`src/rtl/hazard_pkg.sv`:
```
// hazard_pkg: shared types and constants for the pipeline hazard controller.
package hazard_pkg;

    typedef enum logic [1:0] {
        RUN      = 2'd0,
        MD_BUSY  = 2'd1,
        MEM_WAIT = 2'd2
    } hz_state_e;

    localparam int REG_AW_DEF = 5;

    // Encoding loaded into IF/ID or ID/EX by a flush: addi x0, x0, 0
    localparam logic [31:0] NOP_INSTR = 32'h0000_0013;

endpackage

```
`src/rtl/hazard_perf_cnt.sv`:
```
// hazard_perf_cnt: saturating event counter for stall statistics.
module hazard_perf_cnt #(
    parameter int W = 32
) (
    input  logic         clk,
    input  logic         rst,
    input  logic         inc,
    output logic [W-1:0] cnt
);

    always_ff @(posedge clk or posedge rst) begin
        if (rst)
            cnt <= '0;
        else if (inc && cnt != '1)
            cnt <= cnt + 1'b1;
    end

endmodule

```
`src/rtl/hazard_ctrl.sv`:
```
// hazard_ctrl: 5-stage pipeline sequencing (load-use, branch flush, mul/div, memory wait).
// Optional stall counter enabled by defining HAZARD_PERF_CNT_EN.
module hazard_ctrl
    import hazard_pkg::*;
#(
    parameter int REG_AW     = REG_AW_DEF,
    parameter int MD_MAX_CYC = 64,
    parameter int CNT_W      = 32
) (
    input  logic              clk,
    input  logic              rst,
    input  logic [REG_AW-1:0] id_rs1,
    input  logic [REG_AW-1:0] id_rs2,
    input  logic [REG_AW-1:0] ex_rd,
    input  logic              ex_MemRead,
    input  logic              ex_BrTaken,
    input  logic              ex_md_req,
    input  logic              md_done,
    input  logic              im_ready,
    input  logic              dm_ready,
    output logic              pc_en,
    output logic              idex_en,
    output logic              exmem_en,
    output logic              ifid_flush,
    output logic              idex_flush,
    output logic              md_start,
    output logic              md_err,
    output logic [CNT_W-1:0]  stall_cnt
);

    localparam int WD_W = $clog2(MD_MAX_CYC);

    hz_state_e       state, state_nx;
    logic [WD_W-1:0] wd, wd_nx;
    logic            md_done_q, md_done_q_nx, md_err_nx;
    logic            mem_ok, load_use, done, wd_exp;

    assign mem_ok   = im_ready & dm_ready;
    assign load_use = ex_MemRead && ex_rd != '0 && (ex_rd == id_rs1 || ex_rd == id_rs2);
    assign done     = md_done | md_done_q;
    assign wd_exp   = wd == WD_W'(MD_MAX_CYC - 1);

    always_comb begin
        pc_en        = 1'b1;
        idex_en      = 1'b1;
        exmem_en     = 1'b1;
        ifid_flush   = 1'b0;
        idex_flush   = 1'b0;
        md_start     = 1'b0;
        state_nx     = state;
        wd_nx        = wd;
        md_done_q_nx = md_done_q;
        md_err_nx    = md_err;
        if (!mem_ok) begin
            pc_en    = 1'b0;
            idex_en  = 1'b0;
            exmem_en = 1'b0;
            if (state == RUN)
                state_nx = MEM_WAIT;
            if (state == MD_BUSY && md_done)
                md_done_q_nx = 1'b1;
        end else if (state == MD_BUSY) begin
            pc_en    = 1'b0;
            idex_en  = 1'b0;
            exmem_en = done | wd_exp;
            if (done || wd_exp) begin
                state_nx     = RUN;
                md_done_q_nx = 1'b0;
                md_err_nx    = md_err | (wd_exp & ~done);
            end else
                wd_nx = wd + 1'b1;
        end else begin
            // MEM_WAIT releasing behaves exactly like a RUN cycle
            state_nx = RUN;
            if (ex_md_req) begin
                md_start = 1'b1;
                pc_en    = 1'b0;
                idex_en  = 1'b0;
                exmem_en = 1'b0;
                state_nx = MD_BUSY;
                wd_nx    = '0;
            end else if (ex_BrTaken) begin
                ifid_flush = 1'b1;
                idex_flush = 1'b1;
            end else if (load_use) begin
                pc_en      = 1'b0;
                idex_flush = 1'b1;
            end
        end
    end

    always_ff @(posedge clk or posedge rst) begin
        if (rst) begin
            state     <= RUN;
            wd        <= '0;
            md_done_q <= 1'b0;
            md_err    <= 1'b0;
        end else begin
            state     <= state_nx;
            wd        <= wd_nx;
            md_done_q <= md_done_q_nx;
            md_err    <= md_err_nx;
        end
    end

`ifdef HAZARD_PERF_CNT_EN
    hazard_perf_cnt #(.W(CNT_W)) u_perf (
        .clk (clk),
        .rst (rst),
        .inc (~pc_en),
        .cnt (stall_cnt)
    );
`else
    assign stall_cnt = '0;
`endif

endmodule

```
`config.mk`:
```
export PLATFORM = sky130hd
export DESIGN_NAME = hazard_ctrl
export DESIGN_NICKNAME = d
export VERILOG_FILES = /design/src/rtl/hazard_pkg.sv /design/src/rtl/hazard_perf_cnt.sv /design/src/rtl/hazard_ctrl.sv
export SDC_FILE = /design/constraint.sdc
export NUM_CORES = 1
export LEC_CHECK = 0
export CAP_MARGIN = 25
export CORE_MARGIN = 2
export CORE_UTILIZATION = 35
export CTS_BUF_LIST = sky130_fd_sc_hd__clkbuf_8 sky130_fd_sc_hd__clkbuf_16
export DETAILED_ROUTE_END_ITERATION = 10
export HOLD_SLACK_MARGIN = 0.08
export PLACE_DENSITY = 0.77
export SYNTH_ARGS = -nofsm -noshare
export SYNTH_HDL_FRONTEND = slang
export SYNTH_SLANG_ARGS = --single-unit
export TNS_END_PERCENT = 1
```
`constraint.sdc`:
```
create_clock -name clk -period 2 [get_ports clk]
set_clock_uncertainty 0.2 [all_clocks]
set_input_delay 0.2 -clock clk [delete_from_list [all_inputs] [get_ports clk]]
set_output_delay 0.2 -clock clk [all_outputs]
set_load 0.005 [all_outputs]
```
==> results by group <==
Clocking
  • Clock transition at path regs: 0.05 ns
  • Skew-Pair Late Insertion Delay: 0.24 ns
  • Clk buf depth: 2
  • CTS Root Cell: clkbuf_8
  • TritonCTS clock tree: yes
  • H-Tree Depth: 1
  • Sinks on the clock net: 10
  • CTS buffer count: 3

Synthesis
  • Post-synthesis register bit count: 10
  • Post-synthesis compound-gate area fraction: 12.5%
  • Simple-Gate Fraction of Synth Area: roughly 22%
  • Yosys warns: 0
  • Synthesized area: 950 µm²
  • Largest family of logic cells by synthesized area: buffers and inverters
  • Synth Flop Type: dfrtp_1
  • EDFF count, synth: 0
  • Synth area leaders: dfrtp_1, buf_4, xor2_1
  • Syn_area_per_cell: 8.56 µm²
  • Adder-cell share of the synthesized area: 1.32%
  • Synth unique cells: 31
  • FFs w/ async S/R, synth: 100%
  • Syn Inst Count: 111
  • Share of the synthesized area in the top cell type: 26.4%
  • Sequential area share after synthesis: 26.4%
  • Xor/xnor share of the synthesized area: a little under a tenth
  • Multiplexer share of the synthesized area: 2.11%
  • Area leader, netlist: dfrtp_1

Timing
  • Hold_ws: 0.264 ns
  • Final worst path period need: between 1.5 and 2 ns
  • Setup violators final: 0
  • RSZ-0062 raised after global routing: yes
  • Fin. Hold Viols: 0
  • Slew Viols, Final: 0
  • Fin crit share: 100%
  • Fmax: 500 MHz

Routing
  • Initial DRC Count: 13
  • Number of remaining DRC errors: 0
  • Average wire per standard cell: 11.9 µm
  • Vias: 879
  • Final WL: 2320 µm
  • Via density: approximately 4.5
  • Total iterations of the first detailed-routing run: 4
  • Post-DRT Antenna Nets: 0

Layout
  • Area growth, synth to finish: 49.3%
  • Most common cell after layout, fill and taps aside: conb_1
  • # diodes: 0
  • Commonest non-fill, non-tap cells in the layout: conb_1, buf_4, clkdlybuf4s50_1
  • Fin nets: 190
  • Share of cells above drive strength 1: approximately a quarter
  • Filler Cells Inserted: between 200 and 250
  • Count of non-filler cells in the finished layout: 195

Global routing
  • Vias in the first global route: 869
  • Gr usage total: 14.8%
  • Largest net degree at the start of global routing: 11
  • Total congestion overflow: 0
  • Initial antenna violation count: 0
  • Global-route wire length before repair: between 3000 and 4000 µm

Status
  • Result of the run: finished, final reports clean

Power
  • VDD IR max: 0.467 mV
  • Clk pwr share: a little over a third
  • Net Sw Frac: about 28%
  • Sequential power share: about a third
  • Internal power: 503 µW
  • P per Cell Area: 490 nW/µm²
  • Pwr Total: 694 µW
  • Sw power: roughly 190 µW
  • Gate power share: slightly below 30%
  • Leak pwr: 0.742 nW

Setup path
  • Critical Path, Cell by Cell: clkdlybuf4s50_1, xor2_1, nor3_2, a22oi_2, o31a_1, dlygate4sd2_1
  • Delay-heaviest family, CP: buffers and inverters
  • Critical Path Sink Type: output pin
  • Worst path required time: 1.60 ns
  • Critical Path Fanout Max: 2
  • Crit path launch type: primary input
  • Arrival @ worst endpoint: 1.60 ns
  • Slowest CP cell: clkdlybuf4s50_1
  • Slowest stage delay, CP: between 0.4 and 0.5 ns
  • WS Path Type: in -> out
  • WP buf/inv: 2

Floorplanning
  • Rows: 18
  • Core area: 2520 µm²
  • Die Footprint: 3150 µm²
  • Die width: ~56 µm
  • Boundary Pins: 62
  • Die H: 56.1 µm
  • Initial Util: 37.6%

Place
  • Dpl hpwl: 1840 µm
  • Cell total after placement: 185
  • Count of input and output buffers: 29
  • Gpl congestion: 0.778

Run
  • Max-cap viol count: 0

Hold path
  • HP Class: reg -> reg
routing by layer:
metal | routed length, µm | global-route usage (%) | vias to the layer above | part of all wire, %
li1 | - | - | 422 | -
met1 | 834 | 15.5 | 412 | 36
met2 | 1290 | 27.7 | 35 | 56
met3 | 114 | 3.72 | 10 | 4.9
met4 | 76 | 6.12 | 0 | 3.3
met5 | 0 | 0 | - | 0
synthesized netlist by cell type, types with 2 or more instances:
cell type,number
buf_4,32
dfrtp_1,10
nand2_1,10
xor2_1,10
nand3_1,5
nor2_1,5
a21oi_1,4
nor3_1,4
inv_1,3
o21ai_0,3
or4_1,3
and2_1,2
mux2i_1,2
sequential cells by signal, summed over array words and instances, names as in the netlist:
signal / count
md_done_q: 1
md_err: 1
state: 2
wd: 6
logic make-up (layout without fill, tap and decap cells):
kind of cell / Yosys count / after routing
other: 1 / 32
xor gates and xnor gates: 10 / 10
and+or+nand+nor: 36 / 36
muxes: 2 / 2
DFF: 10 / 10
adders and majority gates: 1 / 1
AOI/OAI and AO/OA: 16 / 16
buffers and inverters: 35 / 58
per-stage QoR:
stage	utilization [%]	instance area (µm²)	TNS, ns	worst slack (ns)
6_report	56.2	1420	0	0.000529
5_1_grt	56.2	1420	-0.0349	-0.0349
3_3_place_gp	50.5	1270	-1.03	-0.404
2_1_floorplan	-	1070	0	0.264
4_1_cts	54.8	1380	-0.213	-0.127
3_5_place_dp	50.5	1270	-1.16	-0.421
what timing repair did:
| item | in CTS | in global routing |
|---|---|---|
| endpoints found under the setup margin | 6 | 5 |
| hold endpoints to repair | 10 | 0 |
| hold buffers | 1 | 0 |
| setup buffers | 3 | 2 |
| gates resized for setup | 20 | 6 |
| pin swaps | 6 | 2 |
power by group through the flow:
stage	Sequential (mW)	Combinational [mW]	Clock [mW]
after CTS	0.238	0.192	0.255
after global placement	0.241	0.171	0
after floorplan	0.239	0.124	0
after global routing	0.240	0.223	0.265
after detailed placement	0.242	0.178	0
final	0.239	0.202	0.252
worst paths after layout:
kind                                       from                   end  slack, ns  depth (start not counted)
max                                   id_rs2[3]                 pc_en     0.0005                          6
min                          md_err$_DFFE_PP0P_    md_err$_DFFE_PP0P_       0.26                          1
max reg2reg                state[0]$_DFFE_PP0P_     wd[5]$_DFFE_PP0P_       0.15                          7
min reg2reg                  md_err$_DFFE_PP0P_    md_err$_DFFE_PP0P_       0.26                          1
max in group asynchronous                   rst  state[1]$_DFFE_PP0P_       0.70                          3
min in group asynchronous                   rst     wd[3]$_DFFE_PP0P_       0.62                          3
area by class of cell:
| cell class | instances | area, µm² | area share [%] |
|---|---|---|---|
| Multi-Input combinational cell | 97 | 612 | 43.2 |
| Timing Repair Buffer | 51 | 452 | 31.9 |
| Sequential cell | 10 | 250 | 17.7 |
| Clock buffer | 4 | 55.1 | 3.88 |
| Tap cell | 30 | 37.5 | 2.65 |
| Inverter | 3 | 11.3 | 0.794 |
Power figures use the tool's default switching activity.
==> RTL edit (config.mk and constraints unchanged) <==
`REG_AW_DEF`: 5 -> 7.
--- a/src/rtl/hazard_pkg.sv
+++ b/src/rtl/hazard_pkg.sv
@@ -8,5 +8,5 @@
     } hz_state_e;
 
-    localparam int REG_AW_DEF = 5;
+    localparam int REG_AW_DEF = 7;
 
     // Encoding loaded into IF/ID or ID/EX by a flush: addi x0, x0, 0
Interface: changed (resized ex_rd, id_rs1 and id_rs2); port bits go from 62 to 68. The function was not compared with the original's and may differ.
==> RTL edit against the original RTL <==
- wire length is 10% higher
- worst setup slack improved by 0.027 ns
- global-route usage rose by 0.95 points
- combinational power rose by 8%
- first-iteration DRC count up 110%
- area after synthesis up 2.5%
- sequential cell count did not move
- design area grew 4.6%
- total power rose by 5.7%
- synthesized cell count is 3.6% higher
- clock power rose by 4%
- critical endpoint is now idex_flush
==> RTL edit: results (changes against the original RTL) <==
Place
  – Placed cells: 195 (was 185)
  – DP HPWL: 1904 um (was 1841 um)
  – GP Congestion: 0.8470 (was 0.7775)
  – Port bufs: 35 (was 29)

Global route
  – Vias in the first global route: 915 (was 869)
  – Largest net degree at the start of global routing: 11 (unchanged)
  – Total GRT Usage: 15.78% (was 14.82%)
  – Initial antenna violation count: 0 (unchanged)
  – First-pass GRT wire length: 3877 um (was 3650 um)

Hold path
  – HP Class: input pin to flop (was flop to flop)
  – Hold path depth: 4 (was 1)

Clock network
  – Maximum clock path buffer count: 2 (unchanged)
  – H-tree depth: 1 (unchanged)
  – Clk slew on worst S/H paths: 0.05 ns (about the same)
  – Clock Latency Late Sink: 0.24 ns (about the same)
  – CTS Buf Count: 3 (unchanged)
  – CTS root buffer: clkbuf_8 (unchanged)

Finish
  – Biggest regs: wd: 6 flops, state: 2 flops (unchanged)
  – Layout cells sized above 1: 24.28% (was 26.06%)
  – Ant. Diodes: 0 (unchanged)
  – Non-Filler Instances: 204 (was 195)

Drt
  – Pre-Repair DR Iteration Count: 4 (unchanged)
  – Routed WL: 2560 um (was 2317 um)
  – DR iter-0 viols: 27 (was 13)
  – Vias per std cell: 4.657 (was 4.508)
  – Final ANT Viol Nets: 0 (unchanged)

Setup path
  – R2r worst-path depth: 7 (unchanged)
  – CP max FO: 2 (unchanged)
  – Critical Path AT: 1.57 ns (was 1.60 ns)

Synth
  – Synth async-reset ratio: 100.0% (unchanged)
  – Post-synthesis compound-gate area fraction: 14.52% (was 12.52%)
  – Seq/Total Area, Yosys: 25.71% (was 26.35%)
  – Ys flop type: dfrtp_1 (unchanged)
  – Synth Area in XOR/XNOR: 12.60% (was 9.223%)
  – Yosys cell types: 32 (was 31)
  – Top cells by count, synth: buf_4 (32), xor2_1 (14), dfrtp_1 (10), nand2_1 (7) (was buf_4 (32), dfrtp_1 (10), nand2_1 (10), xor2_1 (10))
  – Cells after Synth: 115 (was 111)
  – Synthesis Warnings: 0 (unchanged)
  – Synth top area cells: dfrtp_1 (26%), buf_4 (25%), xor2_1 (13%) (was dfrtp_1 (26%), buf_4 (25%), xor2_1 (9.2%))
  – Mux cell area share after synthesis: 1.028% (was 2.108%)
  – Post-Synth Adder-Cell Area: 1.285% (was 1.318%)

STA
  – Final hold viol count: 0 (unchanged)
  – Final slew viol count: 0 (unchanged)

Power
  – Static leakage: 0.0008753 uW (was 0.0007421 uW)
  – Maximum vdd drop: 0.0004696 V (was 0.0004668 V)

Status
  – Status: finished clean (unchanged)
RTL edit: changes by cell type in the layout (fill, tap and decap cells not counted), moves of 3 or more:
| cell | delta |
|---|---|
| clkdlybuf4s50_1 | -12 |
| and3_1 | +3 |
| nand2_1 | -4 |
| nand2b_1 | +3 |
| dlymetal6s2s_1 | +7 |
| clkbuf_2 | +7 |
| clkdlybuf4s15_1 | +3 |
| xor2_1 | +4 |
RTL edit: path summary, 6_finish.rpt:
| path | slack [ns] | startpoint | end |
|---|---|---|---|
| max | 0.03 | id_rs1[0] | idex_flush |
| min | 0.24 | im_ready | state[1] |
| max reg2reg | 0.18 | state[1] | wd[2] |
| min reg2reg | 0.28 | md_err | md_err |
| max in group asynchronous | 0.74 | rst | state[1] |
| min in group asynchronous | 0.59 | rst | wd[1] |
RTL edit: critical path, cell delays in order:
cell and delay [ns]:
clkdlybuf4s15_1 0.18, xor2_1 0.17, nor4_2 0.30, a22oi_2 0.11, buf_4 0.16, o41ai_4 0.29
buf_2 0.17
RTL edit: stage by stage:
step           power, uW  setup slack, ns  cell area [sq um]  TNS [ns]
6_report           733.8          0.02767               1483         0
5_1_grt            773.6         -0.02738               1483  -0.05325
4_1_cts            724.2          -0.1243               1436   -0.1914
3_5_place_dp       465.5          -0.6053               1351    -1.338
3_3_place_gp       455.4          -0.5736               1351    -1.167
2_1_floorplan      388.2           0.3505               1090         0
RTL edit: kinds of logic (layout without fill, tap and decap cells):
| kind of cell | Yosys count | in the layout |
|---|---|---|
| compound gates | 19 | 19 |
| xor+xnor | 14 | 14 |
| fa+ha+maj | 1 | 1 |
| buf+inv | 37 | 64 |
| flops | 10 | 10 |
| mux | 1 | 1 |
| other cells | 1 | 32 |
| simple gates | 32 | 32 |
RTL edit: what timing repair did:
item                                    CTS  global route
buffers inserted                          3             1
hold endpoints to repair                 10             0
resized for setup                        29            33
pin swaps                                 8             9
endpoints found under the setup margin    6             4
hold buffers                              1             0
RTL edit: area by class of cell:
type / instances / area [sq um]
fillers: 240 / 1204
multi-input cells: 99 / 645.6
repair buffers: 55 / 474.2
flip-flops and latches: 10 / 250.2
clock buffers: 4 / 55.05
well taps: 31 / 38.79
inverters: 5 / 18.77
RTL edit: metal layers:
| metal | share of wire [%] | up-vias | track usage, % |
|---|---|---|---|
| met5 | 0 | - | 0 |
| met4 | 3.0 | 0 | 10.30 |
| met3 | 6.5 | 7 | 3.917 |
| met2 | 55 | 39 | 28.24 |
| met1 | 35 | 456 | 16.03 |
| li1 | - | 448 | - |
RTL edit: power by group:
group          switching (uW)  internal [uW]
registers                23.3            230
clock network            88.6            174
logic                     109            110
total                     221            513
